File: src/rtl/sd_pkg.sv
// Shared constants and types for the SD CMD-line response path.
package sd_pkg;

    typedef enum logic [2:0] {
        RespR1    = 3'd0,
        RespR2Cid = 3'd1,
        RespR2Csd = 3'd2,
        RespR3    = 3'd3,
        RespR6    = 3'd4,
        RespR7    = 3'd5
    } resp_type_e;

    typedef enum logic [1:0] {
        StIdle,
        StWaitStart,
        StRecv,
        StCheck
    } state_e;

    localparam logic [6:0]  Crc7Poly      = 7'h09;
    localparam int unsigned FrameLenShort = 48;
    localparam int unsigned FrameLenLong  = 136;
    localparam logic [5:0]  R2Header      = 6'h3F;

    function automatic logic is_r2(input resp_type_e t);
        return (t == RespR2Cid) || (t == RespR2Csd);
    endfunction

endpackage

File: src/rtl/sd_crc7.sv
// Serial CRC7 (x^7 + x^3 + 1), one update per enabled bit; clear wins over enable.
module sd_crc7
    import sd_pkg::*;
(
    input  logic       clk_i,
    input  logic       reset_i,
    input  logic       clr_i,
    input  logic       en_i,
    input  logic       din_i,
    output logic [6:0] crc_o
);

    logic [6:0] crc_q;
    logic       fb;

    assign fb = din_i ^ crc_q[6];

    always_ff @(posedge clk_i) begin
        if (reset_i || clr_i) begin
            crc_q <= '0;
        end else if (en_i) begin
            crc_q <= {crc_q[5:0], 1'b0} ^ (fb ? Crc7Poly : 7'h00);
        end
    end

    assign crc_o = crc_q;

endmodule

File: src/rtl/sd_resp_receiver.sv
// Bit-serial SD response receiver: frames, checks and unpacks card responses
// and strobes the matching card-register load enable.
module sd_resp_receiver
    import sd_pkg::*;
#(
    parameter int unsigned NCR_MAX = 64
) (
    input  logic         clk_i,
    input  logic         reset_i,
    input  logic         bit_en_i,
    input  logic         cmd_in_i,
    input  logic         start_i,
    input  logic [2:0]   resp_type_i,
    input  logic [5:0]   exp_index_i,
    output logic         busy_o,
    output logic         done_o,
    output logic         timeout_err_o,
    output logic         crc_err_o,
    output logic         frame_err_o,
    output logic         index_err_o,
    output logic [31:0]  resp_arg_o,
    output logic [127:0] cid_data_o,
    output logic [127:0] csd_data_o,
    output logic [31:0]  ocr_data_o,
    output logic [15:0]  rca_data_o,
    output logic         cid_en_o,
    output logic         csd_en_o,
    output logic         ocr_en_o,
    output logic         rca_en_o
);

    localparam int unsigned SlotW = $clog2(NCR_MAX + 1);

    state_e             state_q;
    resp_type_e         type_q;
    logic [5:0]         idx_q;
    logic [SlotW-1:0]   slot_q;
    logic [7:0]         cnt_q;
    logic [135:0]       sh_q;
    logic               busy_q, done_q;
    logic               timeout_q, crc_err_q, frame_err_q, index_err_q;
    logic [31:0]        arg_q, ocr_q;
    logic [127:0]       cid_q, csd_q;
    logic [15:0]        rca_q;
    logic               cid_en_q, csd_en_q, ocr_en_q, rca_en_q;

    logic [6:0]         crc;
    logic               r2;
    logic [7:0]         cnt_nxt, frame_len;
    logic [135:0]       sh_nxt;
    logic [SlotW-1:0]   slot_nxt;
    logic               accept, start_bit, recv_bit, crc_in_range, crc_en, crc_clr;
    logic               fe_chk, ce_chk, ie_chk, chk_ok;
    logic               unused_hdr;

    assign r2        = is_r2(type_q);
    assign cnt_nxt   = cnt_q + 8'd1;
    assign frame_len = r2 ? 8'(FrameLenLong) : 8'(FrameLenShort);
    assign sh_nxt    = {sh_q[134:0], cmd_in_i};
    assign slot_nxt  = slot_q + 1'b1;
    assign accept    = (state_q == StIdle) && start_i;
    assign start_bit = (state_q == StWaitStart) && bit_en_i && !cmd_in_i;
    assign recv_bit  = (state_q == StRecv) && bit_en_i;

    // cnt_nxt is the 1-based position of the bit being sampled; the start bit is position 1.
    assign crc_in_range = r2 ? ((cnt_nxt >= 8'd9) && (cnt_nxt <= 8'd128)) : (cnt_nxt <= 8'd40);
    assign crc_en       = start_bit || (recv_bit && crc_in_range);
    assign crc_clr      = accept || (recv_bit && r2 && (cnt_nxt == 8'd8));
    assign unused_hdr   = ^{sh_q[135], sh_nxt[135:134]};

    sd_crc7 u_crc7 (
        .clk_i   (clk_i),
        .reset_i (reset_i),
        .clr_i   (crc_clr),
        .en_i    (crc_en),
        .din_i   (cmd_in_i),
        .crc_o   (crc)
    );

    // Checks see the frame including the bit being sampled; the CRC has already stopped.
    always_comb begin
        fe_chk = 1'b0;
        ce_chk = 1'b0;
        ie_chk = 1'b0;
        if (r2) begin
            fe_chk = (sh_nxt[133:128] != R2Header) || !sh_nxt[0];
            ce_chk = (crc != sh_nxt[7:1]);
        end else begin
            fe_chk = sh_nxt[46] || !sh_nxt[0];
            if (type_q != RespR3) begin
                ie_chk = (sh_nxt[45:40] != idx_q);
                ce_chk = (crc != sh_nxt[7:1]);
            end
        end
        chk_ok = !(fe_chk || ce_chk || ie_chk);
    end

    always_ff @(posedge clk_i) begin
        if (reset_i) begin
            state_q     <= StIdle;
            type_q      <= RespR1;
            idx_q       <= '0;
            slot_q      <= '0;
            cnt_q       <= '0;
            sh_q        <= '0;
            busy_q      <= 1'b0;
            done_q      <= 1'b0;
            timeout_q   <= 1'b0;
            crc_err_q   <= 1'b0;
            frame_err_q <= 1'b0;
            index_err_q <= 1'b0;
            arg_q       <= '0;
            ocr_q       <= '0;
            cid_q       <= '0;
            csd_q       <= '0;
            rca_q       <= '0;
            cid_en_q    <= 1'b0;
            csd_en_q    <= 1'b0;
            ocr_en_q    <= 1'b0;
            rca_en_q    <= 1'b0;
        end else begin
            done_q   <= 1'b0;
            cid_en_q <= 1'b0;
            csd_en_q <= 1'b0;
            ocr_en_q <= 1'b0;
            rca_en_q <= 1'b0;
            unique case (state_q)
                StIdle: begin
                    if (start_i) begin
                        state_q     <= StWaitStart;
                        busy_q      <= 1'b1;
                        type_q      <= resp_type_e'(resp_type_i);
                        idx_q       <= exp_index_i;
                        slot_q      <= '0;
                        cnt_q       <= '0;
                        sh_q        <= '0;
                        timeout_q   <= 1'b0;
                        crc_err_q   <= 1'b0;
                        frame_err_q <= 1'b0;
                        index_err_q <= 1'b0;
                    end
                end
                StWaitStart: begin
                    if (bit_en_i) begin
                        if (!cmd_in_i) begin
                            state_q <= StRecv;
                            cnt_q   <= 8'd1;
                            sh_q    <= sh_nxt;
                        end else if (slot_nxt == SlotW'(NCR_MAX)) begin
                            state_q   <= StCheck;
                            timeout_q <= 1'b1;
                            done_q    <= 1'b1;
                        end else begin
                            slot_q <= slot_nxt;
                        end
                    end
                end
                StRecv: begin
                    if (bit_en_i) begin
                        sh_q  <= sh_nxt;
                        cnt_q <= cnt_nxt;
                        if (cnt_nxt == frame_len) begin
                            state_q     <= StCheck;
                            done_q      <= 1'b1;
                            frame_err_q <= fe_chk;
                            crc_err_q   <= ce_chk;
                            index_err_q <= ie_chk;
                            if (chk_ok) begin
                                if (!r2) begin
                                    arg_q <= sh_nxt[39:8];
                                end
                                case (type_q)
                                    RespR2Cid: begin
                                        cid_q    <= sh_nxt[127:0];
                                        cid_en_q <= 1'b1;
                                    end
                                    RespR2Csd: begin
                                        csd_q    <= sh_nxt[127:0];
                                        csd_en_q <= 1'b1;
                                    end
                                    RespR3: begin
                                        ocr_q    <= sh_nxt[39:8];
                                        ocr_en_q <= 1'b1;
                                    end
                                    RespR6: begin
                                        rca_q    <= sh_nxt[39:24];
                                        rca_en_q <= 1'b1;
                                    end
                                    default: ;
                                endcase
                            end
                        end
                    end
                end
                StCheck: begin
                    state_q <= StIdle;
                    busy_q  <= 1'b0;
                end
                default: state_q <= StIdle;
            endcase
        end
    end

    assign busy_o        = busy_q;
    assign done_o        = done_q;
    assign timeout_err_o = timeout_q;
    assign crc_err_o     = crc_err_q;
    assign frame_err_o   = frame_err_q;
    assign index_err_o   = index_err_q;
    assign resp_arg_o    = arg_q;
    assign cid_data_o    = cid_q;
    assign csd_data_o    = csd_q;
    assign ocr_data_o    = ocr_q;
    assign rca_data_o    = rca_q;
    assign cid_en_o      = cid_en_q;
    assign csd_en_o      = csd_en_q;
    assign ocr_en_o      = ocr_en_q;
    assign rca_en_o      = rca_en_q;

endmodule

File: config.mk
export PLATFORM = sky130hd
export DESIGN_NAME = sd_resp_receiver
export DESIGN_NICKNAME = d
export VERILOG_FILES = /design/src/rtl/sd_pkg.sv /design/src/rtl/sd_crc7.sv /design/src/rtl/sd_resp_receiver.sv
export SDC_FILE = /design/constraint.sdc
export NUM_CORES = 1
export LEC_CHECK = 0
export ABC_AREA = 1
export BUFFER_PORTS_ARGS = -buffer_cell sky130_fd_sc_hd__buf_4
export CORE_MARGIN = 2
export CORE_UTILIZATION = 41
export DETAILED_ROUTE_END_ITERATION = 12
export HOLD_SLACK_MARGIN = 0.1
export PLACE_DENSITY = 0.7
export SETUP_SLACK_MARGIN = 0.15
export SYNTH_ARGS = -nofsm -noshare
export SYNTH_HDL_FRONTEND = slang
export SYNTH_SLANG_ARGS = --single-unit
File: constraint.sdc
create_clock -name clk_i -period 3.7 [get_ports clk_i]
set_clock_uncertainty 0.1 [all_clocks]
set_input_delay 0.555 -clock clk_i [delete_from_list [all_inputs] [get_ports clk_i]]
set_output_delay 0.555 -clock clk_i [all_outputs]
set_load 0.05 [all_outputs]
**After elaboration in Yosys (flattened, before gate mapping)**

Index checks and enable logic that the tools add are counted.

- Shifts and indexed selects: 0
- Multipliers: 0
- Magnitude comparators: 3
- Equality and inequality tests: 23
- Muxes and demuxes: 56
- Add/sub/neg operators: 2
- Reductions and logical operators: 35
- Bitwise logic cells: 7
- Divide/modulo/power cells: 0

Operators with widths:

| cell | number |
|---|---|
| 133-bit two-way mux | 4 |
| 133-bit case mux with 3 select lines | 1 |
| 5-bit AND reduction | 9 |
| 8-bit two-way mux | 5 |
| 7-bit two-way mux | 4 |
| 1-bit two-way mux | 26 |
| 8-bit case mux with 3 select lines | 1 |
| 7-bit case mux with 2 select lines | 1 |
| 2-bit two-way mux | 6 |
| 2-bit != test, second input constant | 6 |
| 1-bit case mux with 2 select lines | 6 |
| 8-bit by 1-bit adder with 8-bit output, second input constant | 1 |
| 8-bit by 4-bit == test with 1-bit output, second input constant | 1 |
| 8-bit == test | 1 |
| 8-bit by 4-bit greater-or-equal comparator with 1-bit output, second input constant | 1 |
| 8-bit by 6-bit less-or-equal comparator with 1-bit output, second input constant | 1 |
| 8-bit less-or-equal comparator, second input constant | 1 |
| 1-bit logical AND | 8 |
| 1-bit logical OR | 8 |
| 2-bit case mux with 4 select lines | 1 |
| 7-bit by 1-bit adder with 7-bit output, second input constant | 1 |
| 7-bit == test, second input constant | 1 |
| 7-bit != test | 1 |
| 7-bit bitwise XOR | 1 |
| other kinds (19) | 30 |

- Output and inout port bits: 346
- Memories: 0
- Register bits: 512
- Bits in writable memories: 0
- ROM bits: 0
- Latch bits: 0

**Longest topological paths before layout**

- Word-level depth: 7
- Gate-level depth with buffers: 16
- Depth with buffers taken out: 15

**Hierarchy**

A second synthesis with hierarchy kept.

- Cells, all modules: 3565
- Area, all modules: 23381.2 um^2

By module, submodules not included:

| module | sequential area each (um^2) | times used | cells an instance | area each (um^2) |
|---|---|---|---|---|
| sd_resp_receiver | 10109.7 | 1 | 3524 | 23078.4 |
| sd_crc7 | 140.1 | 1 | 41 | 302.8 |

**Least setup slack after synthesis**

Ideal clock, no wire load.

- Kind: reg2reg
- Start: register cnt_q[1]
- End: register cid_q[119], in the netlist cid_data_o[119]
- Path buffers: 2
- Stages on the path, launching flop included: 15
- Setup slack: 1509 ps
- Data arrival time: 1978 ps
- Data required time: 3487 ps
- Cells stage by stage: dfxtp_1 -> ha_1 -> nand3_1 -> o21ai_1 -> nand2_1 -> nor2_1 -> nand4_1 -> nand2_1 -> nand2_2 -> nor2_4 -> nand2_2 -> buf_2 -> buf_2 -> nor2_1 -> nor2_1

- Cells in the longest elaborated chain, start to end: 3

RTL lines:

| item | RTL line | RTL |
|---|---|---|
| start, declared | sd_resp_receiver.sv:38 | `logic [7:0] cnt_q;` |
| start signal, assigned | sd_resp_receiver.sv:161 | `cnt_q <= cnt_nxt;` |
| 8-bit by 1-bit adder with 8-bit output | sd_resp_receiver.sv:57 | `assign cnt_nxt = cnt_q + 8'd1;` |
| 8-bit == test | sd_resp_receiver.sv:162 | `if (cnt_nxt == frame_len) begin` |
| 5-bit AND reduction (no source line) | -- |  |
| end signal, assigned | sd_resp_receiver.sv:174 | `cid_q <= sh_nxt[127:0];` |
| end, declared | sd_resp_receiver.sv:43 | `logic [127:0] cid_q, csd_q;` |

Every way passes these cells.
A chain may end at the register's enable or synchronous reset.

**Worst setup path in the final report**

- Start: register cnt_q[1]
- End: register csd_q[85], in the netlist csd_data_o[85]

- Cells in the longest elaborated chain, start to end: 3

RTL lines:

| item | RTL line | RTL |
|---|---|---|
| 8-bit by 1-bit adder with 8-bit output | sd_resp_receiver.sv:57 |  |
| 8-bit == test | sd_resp_receiver.sv:162 |  |
| 5-bit AND reduction (no source line) | -- |  |
| end signal, assigned | sd_resp_receiver.sv:178 | `csd_q <= sh_nxt[127:0];` |
| end, declared | sd_resp_receiver.sv:43 |  |

Every way passes these cells.

==> results.py <==
metrics = {
    "synth": {
        "synth.distinct_cells": 28,
        "synthCells": 3166,
        "synth-xor-area-share": 0.00620,
        "synth_top_family_by_area": "simple AND/OR/NAND/NOR gates",
        "synth-simple-area-share": 0.292,
        "syn_area_um2": 21200,
        "yosys_register_bits": 512,
        "seq_area_frac_synth": 0.484,
        "ys_warn_count": 0,
        "synth.net_count": 3188,
        "synth_adder_area_share": 0.00473,
        "synth_area_leaders": "dfxtp_1 (48%), nor2_1 (15%), nand2_1 (13%)",
        "synthMuxAreaShare": 0,
        "synth_top_cell_area_share": 0.484,
        "avgSynthCellArea_um2": 6.69,
        "yosys.area.top_type": "dfxtp_1",
        "synth_compound_area_frac": 0.0840,
    },
    "pwr": {
        "power_switching_uw": 4970,
        "total_power_uw": 15300,
        "ir_worst_vdd_mv": 0.495,
        "cell_internal_pwr_uw": 10300,
        "power.leakage_uw": 0.0136,
        "power_density_nw_per_um2": 589,
        "seqPwrFrac": 0.473,
        "clkPwrFrac": 0.358,
        "power_switching_share": 0.325,
        "combinationalPowerShare": 0.169,
    },
    "cts": {
        "numClockSinks": 512,
        "h-tree-depth": 2,
        "cts_resized": 0,
        "tritoncts": "yes",
        "clockRootBuffer": "clkbuf_16",
        "hold_buffers": 0,
        "cts_inserted_buffers": 53,
        "cts_buffer_depth": 3,
        "clkLatencyLatePin_ps": 590,
        "clk_pin_slew_ps": 60,
        "post-cts-setup-buffers": 0,
    },
    "sta": {
        "fmax_mhz": 335,
        "setup_tns_ps": 0,
        "finalSetupViolations": 0,
        "timing.hold.ws_ps": 151,
        "period_share": 0.806,
        "period_needed_ps": 2980,
        "max_slew_margin": 0.456,
        "rsz0062_at_grt": "false",
        "worst_slew_pin_slew_ps": 814,
        "finalHoldViolCount": 0,
        "maxSlewViolCount": 0,
    },
    "final_layout": {
        "layout_commonest_cell": "nor2_1",
        "fin_util": 0.507,
        "final_cell_mix": "nor2_1 (856), nand2_1 (709), dfxtp_1 (512)",
        "drive_gt1_frac": 0.138,
        "area.growth.synth_to_final_pct": 22.5,
        "antenna_cells": 0,
        "fin_nets": 3449,
    },
    "grt": {
        "grt_max_degree": 135,
        "antenna_found_initial": 0,
        "grt_overflow": 0,
        "grt.total_usage": 0.197,
        "grt_pass1_wl_um": 86400,
        "grt_pass1_vias": 16900,
    },
    "die": {
        "initial_core_util": 0.414,
        "dieHeight_um": 231,
        "fp.coreArea_um2": 51200,
        "die_x_um": 231,
        "dieArea_um2": 53500,
        "rows": 83,
        "pin_count": 360,
    },
    "critical_path": {
        "crit_path_end_kind": "flip-flop",
        "critPathKind": "reg2reg",
        "cp_slowest_stage_delay_ps": 410,
        "crit_chain": "ha_1 > nand3_1 > o21ai_1 > nand2_1 > nor2_1 > nand4_1 > nand2_1 > nand2_2 > nor2_4 > nand2_8 > buf_12 > nand2_1 > nand2_1 > nor2_1",
        "cp_max_fo": 96,
        "critPathRequiredTime_ps": 4140,
        "critical_path.most_common_cell": "nand2_1",
        "critPathLaunchType": "flip-flop",
        "crit_slowest_cell": "dfxtp_1",
        "worstPathArrival_ps": 3420,
    },
    "outcome": {
        "status": "completed",
    },
    "placement": {
        "port_buffers": 359,
        "hpwl_um": 35100,
        "gp_congestion": 0.873,
    },
    "route": {
        "route.detailed.drc": 0,
        "drt_iter0_drc": 1177,
        "drtAntennaViolNets": 0,
        "dr_wl_met3_um": 2470,
        "highest_layer": "met4",
        "drt-vias-per-instance": 4.45,
        "dr_wl_met2_um": 25300,
        "via_count": 18500,
        "dr.pass1.iters": 5,
        "wl_per_cell_um": 13.0,
        "wl_um": 53900,
        "drt-met1-wl_um": 24800,
    },
    "worst_hold_path": {
        "worstHoldPathType": "in2reg",
    },
    "job": {
        "drv_cap": 0,
    },
}
cells by family (layout without fill, tap and decap cells):
kind of cell	Yosys count	after routing
xor gates and xnor gates	15	15
buffers and inverters	658	963
AOI/OAI and AO/OA	353	353
adders and majority gates	8	8
and+or+nand+nor	1620	1620
DFF	512	512
worst max-delay path, delay by kind of cell (launching register included):
kind	cells	cell delay, ps
compound gates	1	140
fa+ha+maj	1	240
buf+inv	1	330
flops	1	410
simple gates	11	1600
metal layers:
layer  up-vias  GRT usage
li1       9872          -
met1      8168      0.257
met2       369      0.332
met3        69     0.0337
met4         0     0.0615
met5         -          0
power by group through the flow:
stage          Combinational (uW)  Clock [uW]  Sequential (uW)
2_1_floorplan                1980           0             6980
3_3_place_gp                 2550           0             7350
3_5_place_dp                 2570           0             7350
4_1_cts                      2590        5590             7230
5_1_grt                      3000        5820             7340
6_report                     2590        5470             7230
layout make-up:
| type | count | area, um^2 |
|---|---|---|
| well taps | 680 | 851 |
| flip-flops and latches | 512 | 10200 |
| repair buffers | 381 | 3000 |
| clock buffers | 79 | 1550 |
| inverters | 483 | 1820 |
| clock inverters | 20 | 235 |
| multi-input cells | 1996 | 8240 |
| fillers | 5109 | 25300 |
synthesized netlist by cell type, drive strengths merged:
library cell  instances
a211oi                2
a21boi                1
a21oi               166
a221oi                1
buf                  78
clkbuf               97
dfxtp               512
ha                    8
inv                 483
nand2               716
nand2b                1
nand3                28
nand3b                1
nand4                 6
nor2                859
nor3                  8
o21ai               183
or2                   1
xnor2                 3
xor2                 12
sequential cells by signal, indices dropped and copies added (netlist names):
register       cells
csd_data_o       128
cnt_q              8
rca_en_o           1
index_err_o        1
state_q            2
u_crc7.crc_o       7
ocr_data_o        32
ocr_en_o           1
rca_data_o        16
idx_q              6
frame_err_o        1
csd_en_o           1
resp_arg_o        32
sh_q             133
done_o             1
slot_q             7
cid_en_o           1
cid_data_o       128
busy_o             1
timeout_err_o      1
crc_err_o          1
type_q             3
final timing paths:
check | startpoint | end | slack [ps] | cells after the start
max | cnt_q[1] | csd_data_o[85] | 720 | 14
min | exp_index_i[0] | idx_q[0] | 150 | 3
max reg2reg | cnt_q[1] | csd_data_o[85] | 720 | 14
min reg2reg | cid_data_o[0] | cid_data_o[0] | 360 | 2
metrics by stage:
stage               worst slack, ps  cells  area (um^2)
floorplan                      1510   3166        21200
global placement                868   4052        24200
detailed placement              797   4052        24200
CTS                             754   4151        25900
global route                    431   4151        25900
finish                          718   4151        25900
(Power assumes the default switching activity.)
